`src/rtl/pmu_clock_scheduler_pkg.sv`:
```
// Shared types for the PMU clock scheduler: channel mode encoding, change-FSM
// state enum and a width helper used for index/counter sizing.
package pmu_clock_scheduler_pkg;

  typedef enum logic [1:0] {
    MODE_OFF  = 2'd0,
    MODE_FULL = 2'd1,
    MODE_DIV  = 2'd2,
    MODE_RSVD = 2'd3
  } mode_t;

  typedef enum logic [1:0] {
    ST_IDLE   = 2'd0,
    ST_WAIT   = 2'd1,
    ST_REJECT = 2'd2
  } chg_state_t;

  // Bits needed to index v items (or hold 0..v-1), never less than 1.
  function automatic int clog2_min1(input int v);
    return (v > 1) ? $clog2(v) : 1;
  endfunction

endpackage

```
`src/rtl/pmu_clock_scheduler_if.sv`:
```
// Control bus of the PMU clock scheduler: mode-change req/ack handshake and
// the divider reload write port.
//   master: drives change_req/ch/mode/sel and div_wr/idx/val, sees ack/err
//   slave : the scheduler side
interface pmu_clock_scheduler_if #(
  parameter int N_CH  = 3,
  parameter int N_DIV = 3,
  parameter int DIV_W = 21
);
  import pmu_clock_scheduler_pkg::*;

  localparam int CW = clog2_min1(N_CH);
  localparam int SW = clog2_min1(N_DIV);

  logic             change_req;
  logic [CW-1:0]    change_ch;
  logic [1:0]       change_mode;
  logic [SW-1:0]    change_sel;
  logic             change_ack;
  logic             change_err;
  logic             div_wr;
  logic [SW-1:0]    div_idx;
  logic [DIV_W-1:0] div_val;

  modport master (
    output change_req, change_ch, change_mode, change_sel, div_wr, div_idx, div_val,
    input  change_ack, change_err
  );

  modport slave (
    input  change_req, change_ch, change_mode, change_sel, div_wr, div_idx, div_val,
    output change_ack, change_err
  );

endinterface

```
`src/rtl/pmu_clock_scheduler_divider.sv`:
```
// pmu_divider: reloadable count-down divider.
//   clk, reset : system clock, synchronous active-high reset (loads INIT)
//   wr, val    : load val into both reload and counter this cycle
//   tick       : high for the one cycle the counter sits at 0 (period reload+1)
module pmu_divider #(
  parameter int               DIV_W = 21,
  parameter logic [DIV_W-1:0] INIT  = '0
) (
  input  logic             clk,
  input  logic             reset,
  input  logic             wr,
  input  logic [DIV_W-1:0] val,
  output logic             tick
);

  logic [DIV_W-1:0] cnt_q;
  logic [DIV_W-1:0] reload_q;

  // A write restarts the count, so it suppresses an expiry in the same cycle.
  assign tick = (cnt_q == '0) && !wr;

  always_ff @(posedge clk) begin
    if (reset) begin
      cnt_q    <= INIT;
      reload_q <= INIT;
    end else if (wr) begin
      cnt_q    <= val;
      reload_q <= val;
    end else if (cnt_q == '0) begin
      cnt_q <= reload_q;
    end else begin
      cnt_q <= cnt_q - DIV_W'(1);
    end
  end

endmodule

```
`src/rtl/pmu_clock_scheduler.sv`:
```
// pmu_clock_scheduler: per-channel clock enables / square clocks from shared
// dividers, glitch-safe mode changes over a req/ack handshake, wake timer.
//   clk, reset   : system clock, synchronous active-high reset
//   bus (slave)  : change req/ch/mode/sel -> ack/err; div_wr/idx/val reload port
//   ch_clk       : registered channel square clocks
//   ch_stb       : 1-cycle strobe coincident with each ch_clk rising value
//   timer_tick   : 1-cycle pulse every (PRESCALE+1)*(TIMER_RELOAD+1) cycles
module pmu_clock_scheduler
  import pmu_clock_scheduler_pkg::*;
#(
  parameter int                                 N_CH         = 3,
  parameter int                                 N_DIV        = 3,
  parameter int                                 DIV_W        = 21,
  parameter logic [N_DIV*DIV_W-1:0]             DIV_INIT     = {21'h10, 21'h5000, 21'h16e360},
  parameter logic [2*N_CH-1:0]                  MODE_INIT    = {2'd0, 2'd1, 2'd2},
  parameter logic [N_CH*clog2_min1(N_DIV)-1:0]  SEL_INIT     = '0,
  parameter int                                 PRESCALE     = 12000000,
  parameter int                                 TIMER_RELOAD = 20
) (
  input  logic                 clk,
  input  logic                 reset,
  pmu_clock_scheduler_if.slave bus,
  output logic [N_CH-1:0]      ch_clk,
  output logic [N_CH-1:0]      ch_stb,
  output logic                 timer_tick
);

  localparam int CW    = clog2_min1(N_CH);
  localparam int SW    = clog2_min1(N_DIV);
  localparam int CH_P  = 1 << CW;
  localparam int DIV_P = 1 << SW;
  localparam int PW    = clog2_min1(PRESCALE + 1);
  localparam int TW    = clog2_min1(TIMER_RELOAD + 1);

  typedef struct packed {
    logic [CW-1:0] ch;
    mode_t         mode;
    logic [SW-1:0] sel;
  } chg_req_t;

  // ---------------- shared dividers ----------------
  logic [N_DIV-1:0] div_tick;
  logic [DIV_P-1:0] div_tick_ext;

  for (genvar k = 0; k < N_DIV; k++) begin : g_div
    pmu_divider #(
      .DIV_W (DIV_W),
      .INIT  (DIV_INIT[k*DIV_W +: DIV_W])
    ) u_div (
      .clk   (clk),
      .reset (reset),
      .wr    (bus.div_wr && (bus.div_idx == SW'(k))),
      .val   (bus.div_val),
      .tick  (div_tick[k])
    );
  end

  // Zero-padded so any SW-bit select value is a legal index.
  assign div_tick_ext = DIV_P'(div_tick);

  // ---------------- change FSM ----------------
  chg_state_t     state_q, state_d;
  chg_req_t       pend_q;
  logic           req_ok;
  logic           apply;
  logic [CH_P-1:0] ch_clk_ext;

  assign ch_clk_ext = CH_P'(ch_clk);

  assign req_ok = (int'(bus.change_ch) < N_CH) &&
                  (bus.change_mode != MODE_RSVD) &&
                  !((bus.change_mode == MODE_DIV) && (int'(bus.change_sel) >= N_DIV));

  // Switch only while the target clock is low; the channel is frozen for
  // that cycle so it cannot rise under the old mode at the boundary.
  assign apply = !reset && (state_q == ST_WAIT) && !ch_clk_ext[pend_q.ch];

  always_ff @(posedge clk) begin
    if (reset) state_q <= ST_IDLE;
    else       state_q <= state_d;
  end

  always_ff @(posedge clk) begin
    if (reset) begin
      pend_q <= '0;
    end else if ((state_q == ST_IDLE) && bus.change_req && req_ok) begin
      pend_q.ch   <= bus.change_ch;
      pend_q.mode <= mode_t'(bus.change_mode);
      pend_q.sel  <= bus.change_sel;
    end
  end

  always_comb begin
    state_d = state_q;
    unique case (state_q)
      ST_IDLE:   if (bus.change_req) state_d = req_ok ? ST_WAIT : ST_REJECT;
      ST_WAIT:   if (apply) state_d = ST_IDLE;
      ST_REJECT: state_d = ST_IDLE;
      default:   state_d = ST_IDLE;
    endcase
  end

  always_comb begin
    bus.change_ack = 1'b0;
    bus.change_err = 1'b0;
    if (!reset) begin
      unique case (state_q)
        ST_WAIT:   bus.change_ack = apply;
        ST_REJECT: begin
          bus.change_ack = 1'b1;
          bus.change_err = 1'b1;
        end
        default: ;
      endcase
    end
  end

  // ---------------- channels ----------------
  for (genvar i = 0; i < N_CH; i++) begin : g_ch
    mode_t         mode_q;
    logic [SW-1:0] sel_q;
    logic          clk_q;
    logic          stb_q;
    logic          hit;
    logic          tog;

    assign hit = apply && (pend_q.ch == CW'(i));
    assign tog = !hit && ((mode_q == MODE_FULL) ||
                          ((mode_q == MODE_DIV) && div_tick_ext[sel_q]));

    always_ff @(posedge clk) begin
      if (reset) begin
        mode_q <= mode_t'(MODE_INIT[2*i +: 2]);
        sel_q  <= SEL_INIT[SW*i +: SW];
        clk_q  <= 1'b0;
        stb_q  <= 1'b0;
      end else begin
        clk_q <= (mode_q == MODE_OFF) ? 1'b0 : (clk_q ^ tog);
        stb_q <= tog && !clk_q;
        if (hit) begin
          mode_q <= pend_q.mode;
          // sel only matters (and is only range-checked) for divider mode
          if (pend_q.mode == MODE_DIV) sel_q <= pend_q.sel;
        end
      end
    end

    assign ch_clk[i] = clk_q;
    assign ch_stb[i] = stb_q;
  end

  // ---------------- wake timer ----------------
  logic [PW-1:0] pre_q;
  logic [TW-1:0] tmr_q;
  logic          step;

  assign step = (pre_q == '0);

  always_ff @(posedge clk) begin
    if (reset) begin
      pre_q      <= PW'(PRESCALE);
      tmr_q      <= TW'(TIMER_RELOAD);
      timer_tick <= 1'b0;
    end else begin
      pre_q      <= step ? PW'(PRESCALE) : (pre_q - PW'(1));
      timer_tick <= step && (tmr_q == '0);
      if (step) tmr_q <= (tmr_q == '0) ? TW'(TIMER_RELOAD) : (tmr_q - TW'(1));
    end
  end

endmodule

```
`src/flat_wrapper.sv`:
```
// flat-port wrapper written by rule: the top's interface ports become plain ports
module pmu_clock_scheduler_flat import pmu_clock_scheduler_pkg::*;
#(
  parameter int                                 N_CH         = 3,
  parameter int                                 N_DIV        = 3,
  parameter int                                 DIV_W        = 21,
  parameter logic [N_DIV*DIV_W-1:0]             DIV_INIT     = {21'h10, 21'h5000, 21'h16e360},
  parameter logic [2*N_CH-1:0]                  MODE_INIT    = {2'd0, 2'd1, 2'd2},
  parameter logic [N_CH*clog2_min1(N_DIV)-1:0]  SEL_INIT     = '0,
  parameter int                                 PRESCALE     = 12000000,
  parameter int                                 TIMER_RELOAD = 20
)
  (clk, reset, ch_clk, ch_stb, timer_tick, bus_change_req, bus_change_ch, bus_change_mode, bus_change_sel, bus_div_wr, bus_div_idx, bus_div_val, bus_change_ack, bus_change_err);
  pmu_clock_scheduler_if #(.N_CH(N_CH), .N_DIV(N_DIV), .DIV_W(DIV_W)) bus_i ();
  input  logic clk;
  input  logic reset;
  output logic [N_CH-1:0] ch_clk;
  output logic [N_CH-1:0] ch_stb;
  output logic timer_tick;
  input wire logic [$bits(bus_i.change_req)-1:0] bus_change_req;
  input wire logic [$bits(bus_i.change_ch)-1:0] bus_change_ch;
  input wire logic [$bits(bus_i.change_mode)-1:0] bus_change_mode;
  input wire logic [$bits(bus_i.change_sel)-1:0] bus_change_sel;
  input wire logic [$bits(bus_i.div_wr)-1:0] bus_div_wr;
  input wire logic [$bits(bus_i.div_idx)-1:0] bus_div_idx;
  input wire logic [$bits(bus_i.div_val)-1:0] bus_div_val;
  output wire logic [$bits(bus_i.change_ack)-1:0] bus_change_ack;
  output wire logic [$bits(bus_i.change_err)-1:0] bus_change_err;
  assign bus_i.change_req = bus_change_req;
  assign bus_i.change_ch = bus_change_ch;
  assign bus_i.change_mode = bus_change_mode;
  assign bus_i.change_sel = bus_change_sel;
  assign bus_i.div_wr = bus_div_wr;
  assign bus_i.div_idx = bus_div_idx;
  assign bus_i.div_val = bus_div_val;
  assign bus_change_ack = bus_i.change_ack;
  assign bus_change_err = bus_i.change_err;
  pmu_clock_scheduler #(.N_CH(N_CH), .N_DIV(N_DIV), .DIV_W(DIV_W), .DIV_INIT(DIV_INIT), .MODE_INIT(MODE_INIT), .SEL_INIT(SEL_INIT), .PRESCALE(PRESCALE), .TIMER_RELOAD(TIMER_RELOAD)) u_core (.clk(clk), .reset(reset), .bus(bus_i), .ch_clk(ch_clk), .ch_stb(ch_stb), .timer_tick(timer_tick));
endmodule
```
`config.mk`:
```
export PLATFORM = sky130hd
export DESIGN_NAME = pmu_clock_scheduler_flat
export DESIGN_NICKNAME = d
export VERILOG_FILES = /design/src/rtl/pmu_clock_scheduler_pkg.sv /design/src/rtl/pmu_clock_scheduler_if.sv /design/src/rtl/pmu_clock_scheduler_divider.sv /design/src/rtl/pmu_clock_scheduler.sv /design/src/flat_wrapper.sv
export SDC_FILE = /design/constraint.sdc
export NUM_CORES = 1
export LEC_CHECK = 0
export ABC_AREA = 0
export ABC_CLOCK_PERIOD_IN_PS = 6400
export CAP_MARGIN = 40
export CORE_MARGIN = 2
export CORE_UTILIZATION = 35
export DETAILED_ROUTE_END_ITERATION = 6
export GPL_TIMING_DRIVEN = 0
export HOLD_SLACK_MARGIN = 0.05
export PLACE_DENSITY = 0.59
export SLEW_MARGIN = 20
export SYNTH_ARGS = -nofsm -noshare
export SYNTH_HDL_FRONTEND = slang
export SYNTH_SLANG_ARGS = --single-unit
```
`constraint.sdc`:
```
create_clock -name clk -period 6.4 [get_ports clk]
set_input_delay 1.92 -clock clk [delete_from_list [all_inputs] [get_ports clk]]
set_output_delay 1.92 -clock clk [all_outputs]
set_load 0.05 [all_outputs]
```
# ---- Word-level counts from Yosys, hierarchy flattened
# Cells that the tools add are included.
dict set report op_classes {
  n_addsub 5
  n_lt_le_gt_ge 6
  eq_ne 17
  muxes 23
  bitwise_logic 3
  n_reduce_logical 60
}
# op count
set ops {}
lappend ops {{$mux W21} 6}
lappend ops {{$logic_not A21 Y1} 3}
lappend ops {{$sub A21 B1 Y21 const B} 3}
lappend ops {{$logic_and A1 B1 Y1} 26}
lappend ops {{$logic_not A24 Y1} 1}
lappend ops {{$sub A24 B1 Y24 const B} 1}
lappend ops {{$eq A2 B2 Y1 const B} 8}
lappend ops {{$eq A2 B1 Y1 const B} 6}
lappend ops {{$logic_not A1 Y1} 12}
lappend ops {{$logic_not A2 Y1} 6}
lappend ops {{$lt A2 B3 Y1 const B} 4}
lappend ops {{$bmux W1 S2} 4}
lappend ops {{$reduce_and A2 Y1} 4}
lappend ops {{$reduce_or A2 Y1} 4}
lappend ops {{$mux W1} 7}
lappend ops {{$mux W2} 3}
lappend ops {{$logic_not A5 Y1} 1}
lappend ops {{$mux W5} 1}
lappend ops {{$sub A5 B1 Y5 const B} 1}
lappend ops {{$ne A2 B2 Y1 const B} 2}
lappend ops {{$pmux W2 S2} 1}
lappend ops {{$logic_or A1 B1 Y1} 3}
lappend ops {{$xor A1 B1 Y1} 3}
lappend ops {{$ge A2 B2 Y1 const B} 1}
lappend ops {{other kinds (3)} 3}
dict set report totals {
  ff_bits 182
  in_bits 33
  out_inout_bits 9
  elab_cells 139
}

# ---- Longest topological paths before layout
dict set report depth {
  ltp_word 10
  depth_mapped 9
  ltp_nobuf 9
}

# ---- Hierarchy
# A second synthesis with hierarchy kept.
dict set report hier_totals {
  hier_cells 1020
  area_unflattened_um2 8705.8
}
# module instances cells_each area_each_um2 seq_area_each_um2
set modules_own_cells {}
lappend modules_own_cells {pmu_clock_scheduler 1 301 2726.4 1121.1}
lappend modules_own_cells {{pmu_divider (u_core.g_div[2].u_div)} 1 241 2003.2 840.8}
lappend modules_own_cells {{pmu_divider (u_core.g_div[1].u_div)} 1 232 1993.2 840.8}
lappend modules_own_cells {{pmu_divider (u_core.g_div[0].u_div)} 1 246 1983.2 840.8}

# ---- Worst setup path after synthesis
# OpenSTA, ideal clock, no wires.
dict set report synth_path {
  path_type {input -> output}
  startpoint {in reset}
  endpoint {out bus_change_ack}
  arrival_ns 3.484
  required_ns 4.480
  slack_ns 0.996
  cell_stages 3
  path_buffers 2
  path_cell_list {clkbuf_1 -> clkbuf_1 -> nor3b_1}
}
dict set report synth_between {
  elab_chain_len 5
}
# element line_no
set synth_rtl {}
lappend synth_rtl {{from (decl)} flat_wrapper.sv:16} ;# input logic reset;
lappend synth_rtl {{$logic_not A1 Y1} pmu_clock_scheduler.sv:76} ;# assign apply = !reset && (state_q == ST_WAIT) && !ch_clk_ext[pend_q.ch];
lappend synth_rtl {{$logic_and A1 B1 Y1 (2 in series)} pmu_clock_scheduler.sv:76}
lappend synth_rtl {{$pmux W1 S2} pmu_clock_scheduler.sv:107} ;# unique case (state_q)
lappend synth_rtl {{$mux W1 (*)} pmu_clock_scheduler.sv:106} ;# if (!reset) begin
lappend synth_rtl {{to (decl)} flat_wrapper.sv:27} ;# output wire logic [$bits(bus_i.change_ack)-1:0] bus_change_ack;
# Mark *: on every way between the ends. The rest lies on a longest branch, timed or not.

# ---- Worst setup path in the final report
dict set report layout_path {
  startpoint {in reset}
  endpoint {out bus_change_err}
}
dict set report layout_between {
  elab_chain_len 1
}
# element line_no
set layout_rtl {}
lappend layout_rtl {{$mux W1} pmu_clock_scheduler.sv:106}
lappend layout_rtl {{to (decl)} flat_wrapper.sv:28} ;# output wire logic [$bits(bus_i.change_err)-1:0] bus_change_err;
# No other way between the ends.

==> impl_metrics.yaml <==
outcome:
  status: "complete, no violations"
detailed_routing:
  wl_per_cell_um: 16.9
  firstDrtPassIters: 5
  drt_iter0_drc: 574
  ant_nets: 0
  routed_wl_um: 23900
  drc: 0
  vias: 7543
  via_per_inst: 5.34
critical_path:
  worst-setup-path-type: "input port to primary output"
  worst_path_most_repeated_cell: "clkdlybuf4s50_1"
  crit_path_top_delay_cell: "clkdlybuf4s50_1"
  crit_arrival_ns: 4.29
  start_kind: "input port"
  cp-end-kind: "primary output"
  cp_max_fo: 10
  cp_slowest_stage_delay_ns: 0.85
  path_cells: "clkdlybuf4s50_1 > clkbuf_2 > buf_2 > nor2b_1 > clkdlybuf4s50_1"
  crit_family: "buffers and inverters"
  crit_buf_inv: 4
  cp.required_ns: 4.48
pwr:
  p_int_mw: 2.05
  p_leak_nw: 3.55
  p_seq_share_pct: 44.5
  clkPwrFrac_pct: 35.2
  vdd_drop_max_mv: 0.191
  comb_power_share_pct: 20.3
  p_per_area_nw_per_um2: 306
  p_sw_share_pct: 32.0
  p_switching_uw: 964
placement:
  port_buffers: 41
  place_congestion: 0.822
  dp_hpwl_um: 17300
  place_ws_ns: -0.404
  dpl_cell_area_um2: 9250
  dp.cells: 1380
sta:
  finalSetupViolations: 0
  clock_skew_ns: 0.00984
  fmax_ghz: 0.161
  finalWorstSetupSlack_ns: 0.194
  final-max-slew-violation-count: 0
  rsz0062_at_grt: "no"
  tightest_slew_ns: 0.858
  timing.final.crit_share_pct: 97.0
  slew_headroom_pct: 42.0
  period_minus_slack_ns: 6.21
  hold_violations: 0
finish:
  num_antenna_cells: 0
  multi_input_area_um2: 4460
  area_growth_syn_to_layout_pct: 16.9
  final_cells: 1412
  layout.nets: 1127
  design_area_um2: 9840
  fillers: 2431
  drive_gt1_share_pct: 5.67
  area.sequential_um2: 3640
logic_synthesis:
  yosys-top-cells-count: "182 x dfxtp_1, 165 x nand2_1, 115 x nor2_1, 75 x a21oi_1, 51 x xnor2_1"
  yosys.area.top_type: "dfxtp_1"
  synth_simple_gate_area_share_pct: 26.2
  synth_top_area_share_pct: 43.3
  syn_avg_cell_area_um2: 8.27
  synth-edff-count: 0
  synth-main-ff-cell: "dfxtp_1"
  synthXorXnorAreaFrac_pct: 6.45
  netlist_area_um2: 8410
  synth_top_family_by_area: "simple AND/OR/NAND/NOR gates"
  ys_seq_area_share_pct: 43.3
  synth.most_common_cell: "dfxtp_1"
  yosys_register_bits: 182
  synthAdderAreaFrac_pct: 2.08
  yosysUniqueCellTypes: 62
  syn_inst: 1017
  yosys_warnings: 0
  synthMuxAreaShare_pct: 2.99
  synth_compound_area_share_pct: 15.2
  synth.area.top_cells: "dfxtp_1 43%, nand2_1 7.4%, xnor2_1 5.3%"
  synthArstFlopShare_pct: 0
  syn_nets: 1064
cts:
  numCtsBuffers: 17
  htreeDepth: 4
  cts_sinks: 182
  cts_tree: "built"
  cts-root-buf: "clkbuf_16"
  postCtsSetupRepairBufs: 0
  clkTransAtPathRegs_ns: 0.07
  clock_latency_ns: 0.44
  postCtsHoldBufs: 0
  clock_path_buffers: 2
  cts_resized: 4
floorplan:
  die_area_um2: 25300
  die_w_um: 159
  num_rows: 56
  die_y_um: 159
  fp.coreArea_um2: 23500
  initial_core_util_pct: 35.7
  pin_count: 42
hold_path:
  hold_path.class: "flip-flop to flip-flop"
job:
  maxCapViolCount: 0
global_routing:
  track_usage_pct: 18.8
  gr-total-overflow: 0
  grt_pass1_vias: 6951
  antenna_found_initial: 0
  grt_max_degree: 19
  grt_pass1_wl_um: 37900
## worst min-delay path, stage by stage (launching register included)
cell and delay (ns):
dfxtp_1 0.31, nand2_1 0.05, nand2_1 0.04
## worst paths after layout
path                                      from                           endpoint  slack (ns)  cells past startpoint
max                                      reset                     bus_change_err        0.19                      5
min          u_core.g_div[0].u_div.reload_q[5]  u_core.g_div[0].u_div.reload_q[5]        0.44                      2
max reg2reg     u_core.g_div[2].u_div.cnt_q[4]               u_core.g_ch[1].clk_q        3.52                      8
min reg2reg  u_core.g_div[0].u_div.reload_q[5]  u_core.g_div[0].u_div.reload_q[5]        0.44                      2
## power by group through the flow
stage / Sequential, mW / Clock, mW / Combinational [mW]
6_report: 1.34 / 1.06 / 0.612
3_3_place_gp: 1.36 / 0 / 0.598
2_1_floorplan: 1.34 / 0 / 0.452
3_5_place_dp: 1.36 / 0 / 0.606
5_1_grt: 1.35 / 1.12 / 0.682
4_1_cts: 1.34 / 1.08 / 0.610
## area by class of cell
cell class	instances	area share, %
repair buffers	44	4.35
clock inverters	15	1.59
multi-input cells	757	45.4
inverters	22	0.839
clock buffers	17	4.32
plain buffers	56	2.43
flip-flops and latches	182	37.0
well taps	319	4.06
## metal layers
layer  up-vias  routed length, um  track usage, %
li1       3739                  -               -
met4         0                420            6.12
met2       204              10600            28.9
met1      3575              11700            26.8
met3        25               1260            3.33
met5         -                  0               0
## cells by family after synthesis
family | Yosys count
compound gates | 200
buf+inv | 78
fa+ha+maj | 14
flops | 182
xor+xnor | 62
mux | 25
simple gates | 456
## registers in the layout, summed over array words and instances, names as in the netlist
name / flops
u_core.pre_q: 24
u_core.g_div.u_div.reload_q: 63
u_core.timer_tick: 1
u_core.g_div.u_div.cnt_q: 63
u_core.g_ch.sel_q: 6
u_core.g_ch.stb_q: 3
u_core.pend_q: 6
u_core.state_q: 2
u_core.g_ch.mode_q: 6
u_core.tmr_q: 5
u_core.g_ch.clk_q: 3
## layout by cell type, fill, tap and decap left out, drive strengths merged, types with 4 or more instances in the layout
master,instances
a41oi,4
o32ai,21
nand2,165
xnor2,51
o41ai,4
or2,4
nand3b,6
and2,4
o221ai,12
nand4b,6
inv,31
o31ai,5
clkdlybuf4s50,40
dfxtp,182
and3,11
clkinv,5
nand4,16
ha,14
nand2b,4
nor2b,7
clkbuf,61
nor4,28
nand3,13
o22ai,16
or3,12
buf,15
nor3b,5
nor3,39
mux2i,24
nor4b,4
a21oi,75
nor2,115
a211oi,5
xor2,11
o21ai,39
o31a,5
or4,10
## metrics by stage
stage	power [mW]	util (%)	hold slack, ns	setup TNS (ns)
global route	3.15	41.8	0.463	0
detailed placement	1.97	39.3	0.434	-0.705
finish	3.01	41.8	0.444	0
CTS	3.02	41.8	0.448	0
floorplan	1.79	-	0.417	0
global placement	1.96	39.2	0.432	-0.668
Power figures use the tool's default switching activity.
==> edit, RTL diff (same flow settings) <==
`DIV_W` is set to 21 in 4 places; all go to 29.
--- a/src/rtl/pmu_clock_scheduler_if.sv
+++ b/src/rtl/pmu_clock_scheduler_if.sv
@@ -5,7 +5,7 @@
 interface pmu_clock_scheduler_if #(
   parameter int N_CH  = 3,
   parameter int N_DIV = 3,
-  parameter int DIV_W = 21
+  parameter int DIV_W = 29
 );
   import pmu_clock_scheduler_pkg::*;
 
--- a/src/rtl/pmu_clock_scheduler_divider.sv
+++ b/src/rtl/pmu_clock_scheduler_divider.sv
@@ -3,7 +3,7 @@
 //   wr, val    : load val into both reload and counter this cycle
 //   tick       : high for the one cycle the counter sits at 0 (period reload+1)
 module pmu_divider #(
-  parameter int               DIV_W = 21,
+  parameter int               DIV_W = 29,
   parameter logic [DIV_W-1:0] INIT  = '0
 ) (
   input  logic             clk,
--- a/src/rtl/pmu_clock_scheduler.sv
+++ b/src/rtl/pmu_clock_scheduler.sv
@@ -10,7 +10,7 @@
 #(
   parameter int                                 N_CH         = 3,
   parameter int                                 N_DIV        = 3,
-  parameter int                                 DIV_W        = 21,
+  parameter int                                 DIV_W        = 29,
   parameter logic [N_DIV*DIV_W-1:0]             DIV_INIT     = {21'h10, 21'h5000, 21'h16e360},
   parameter logic [2*N_CH-1:0]                  MODE_INIT    = {2'd0, 2'd1, 2'd2},
   parameter logic [N_CH*clog2_min1(N_DIV)-1:0]  SEL_INIT     = '0,
--- a/src/flat_wrapper.sv
+++ b/src/flat_wrapper.sv
@@ -3,7 +3,7 @@
 #(
   parameter int                                 N_CH         = 3,
   parameter int                                 N_DIV        = 3,
-  parameter int                                 DIV_W        = 21,
+  parameter int                                 DIV_W        = 29,
   parameter logic [N_DIV*DIV_W-1:0]             DIV_INIT     = {21'h10, 21'h5000, 21'h16e360},
   parameter logic [2*N_CH-1:0]                  MODE_INIT    = {2'd0, 2'd1, 2'd2},
   parameter logic [N_CH*clog2_min1(N_DIV)-1:0]  SEL_INIT     = '0,
Ports: changed (resized bus_div_val); port bits go from 42 to 50. No check against the original RTL was run, so the function may have changed too.
==> edit against the original RTL <==
- sequential share of layout area down 0.50 points
- final cell count increased by 27%
- power increased by 41%
- count of clock-buffer cells in the layout increased by 19
- area after synthesis up 26%
- die area increased by 26%
- largest power group unchanged
- routed wire length is 38% higher
- design area increased by 28%
- first-iteration DRC count up 15%
- setup slack improved by 4.2 ps
- core utilization rose by 0.51 points
- sequential cell count increased by 48
- critical path depth rose by 1
==> edit: results (changes against the original RTL) <==
[yosys]
async_reset_ff_share_pct=0  ; unchanged
synth_nets=1363  ; +28%
synthMuxAreaShare_pct=2.130  ; -0.86 points
synth_ff_type=dfxtp_1
syn_avg_cell_area_um2=8.128  ; -1.8%
ys_seq_area_share_pct=43.31  ; about the same
synthTopCellsByArea=dfxtp_1, nand2_1, a21oi_1
yosys-top-cells-count=nand2_1, dfxtp_1, a21oi_1
synth_xor_area_share_pct=6.591  ; +0.14 points
synth_cell_type_count=66  ; +6.5%
yosysWarnings=0  ; unchanged
synth_compound_area_share_pct=17.43  ; +2.3 points
synth_adder_area_share_pct=1.648  ; -0.43 points

[global_routing]
grt_pass1_vias=9141  ; +32%
grt_pass1_wl_um=51480  ; +36%
grtUsageTotal_pct=20.69  ; +1.8 points
grt_max_degree=14  ; -5
antenna_found_initial=0  ; unchanged

[finish]
stdcell_count=1800  ; +27%
drive_gt1_share_pct=7.376  ; +1.7 points
reg_top3=u_core.g_div.u_div.cnt_q: 87 flops, u_core.g_div.u_div.reload_q: 87 flops, u_core.pre_q: 24 flops
diodes=0  ; unchanged

[worst_hold_path]
hold_end=u_core.pre_q[0]
hp-class=flop to flop
worstHoldStart=u_core.pre_q[0]
hold_path_depth=1  ; -1

[routing]
dr.first_iter.drc_count=662  ; +15%
met1_length_um=15220  ; +31%
via_per_inst=5.394  ; +0.98%
dr_wl_met2_um=15420  ; +45%
drt-total-wl_um=32910  ; +38%
wl_met3_um=1571  ; +25%

[outcome]
outcome=complete, no violations

[pwr]
comb_cell_power_w=0.000884  ; +44%
p_leak_nw=4.534  ; +28%
powerSeq_w=0.00170  ; +27%
power_switching_w=0.001290  ; +34%
ir_drop_uv=234.5  ; +23%
switching_share_pct=30.37  ; -1.7 points

[placed_design]
gp_congestion=0.8197  ; -0.33%
port_buffers=49  ; +20%
dp_hpwl_um=23410  ; +36%
dp_cells=1749  ; +27%
place_area_um2=11630  ; +26%
preCtsSetupSlack_ps=-714.3  ; -310.2 ps

[sta]
max_slew_margin_pct=42.93  ; +0.96 points
whs_ps=426.2  ; -18.09 ps
fin_worst_skew_ps=16.63  ; +6.785 ps
layout_min_cycle_time_ps=6201  ; -4.212 ps

[clocking]
cts_buffer_depth=3  ; +1
cts_resized=5  ; +1
htree_num_levels=1  ; -3
clock_latency_ps=540  ; +100 ps
clkTransAtPathRegs_ps=50  ; -20 ps
cts_buffers=27  ; +10

[critical_path]
path_max_fanout=10  ; unchanged
r2r_slack_ps=2940  ; -580 ps
r2r-start=u_core.g_div[1].u_div.cnt_q[8]
worst-endpoint-arrival_ps=4280  ; about the same
endpoint=bus_change_ack

[edit: cell types whose count changed after synthesis, sizes merged, moves of 8 or more]
cell / before / now
a22oi: 1 / 10
or4: 10 / 18
o211ai: 1 / 12
o21ai: 39 / 79
nand3: 13 / 21
nand2: 165 / 258
xor2: 11 / 36
o22ai: 16 / 37
dfxtp: 182 / 230
o32ai: 21 / 3
nor2: 115 / 105
a21oi: 75 / 122
clkbuf: 44 / 56
[edit: layout make-up]
type	count	area [um2]
inverters	27	101.3
clock inverters	14	212.7
plain buffers	73	342.8
repair buffers	52	505.5
well taps	390	488.0
multi-input cells	978	5600
flip-flops and latches	230	4604
clock buffers	36	749.5
fillers	2977	17190
[edit: critical path, stage by stage]
cell,delay [ps]
clkdlybuf4s50_1,520
clkbuf_2,280
clkbuf_2,320
clkbuf_2,370
nor3b_1,300
dlygate4sd2_1,560
[edit: routing by layer]
metal	vias to the layer above	track usage, %
met2	229	35.09
li1	4773	-
met4	0	5.251
met5	-	0
met3	46	2.728
met1	4662	27.75
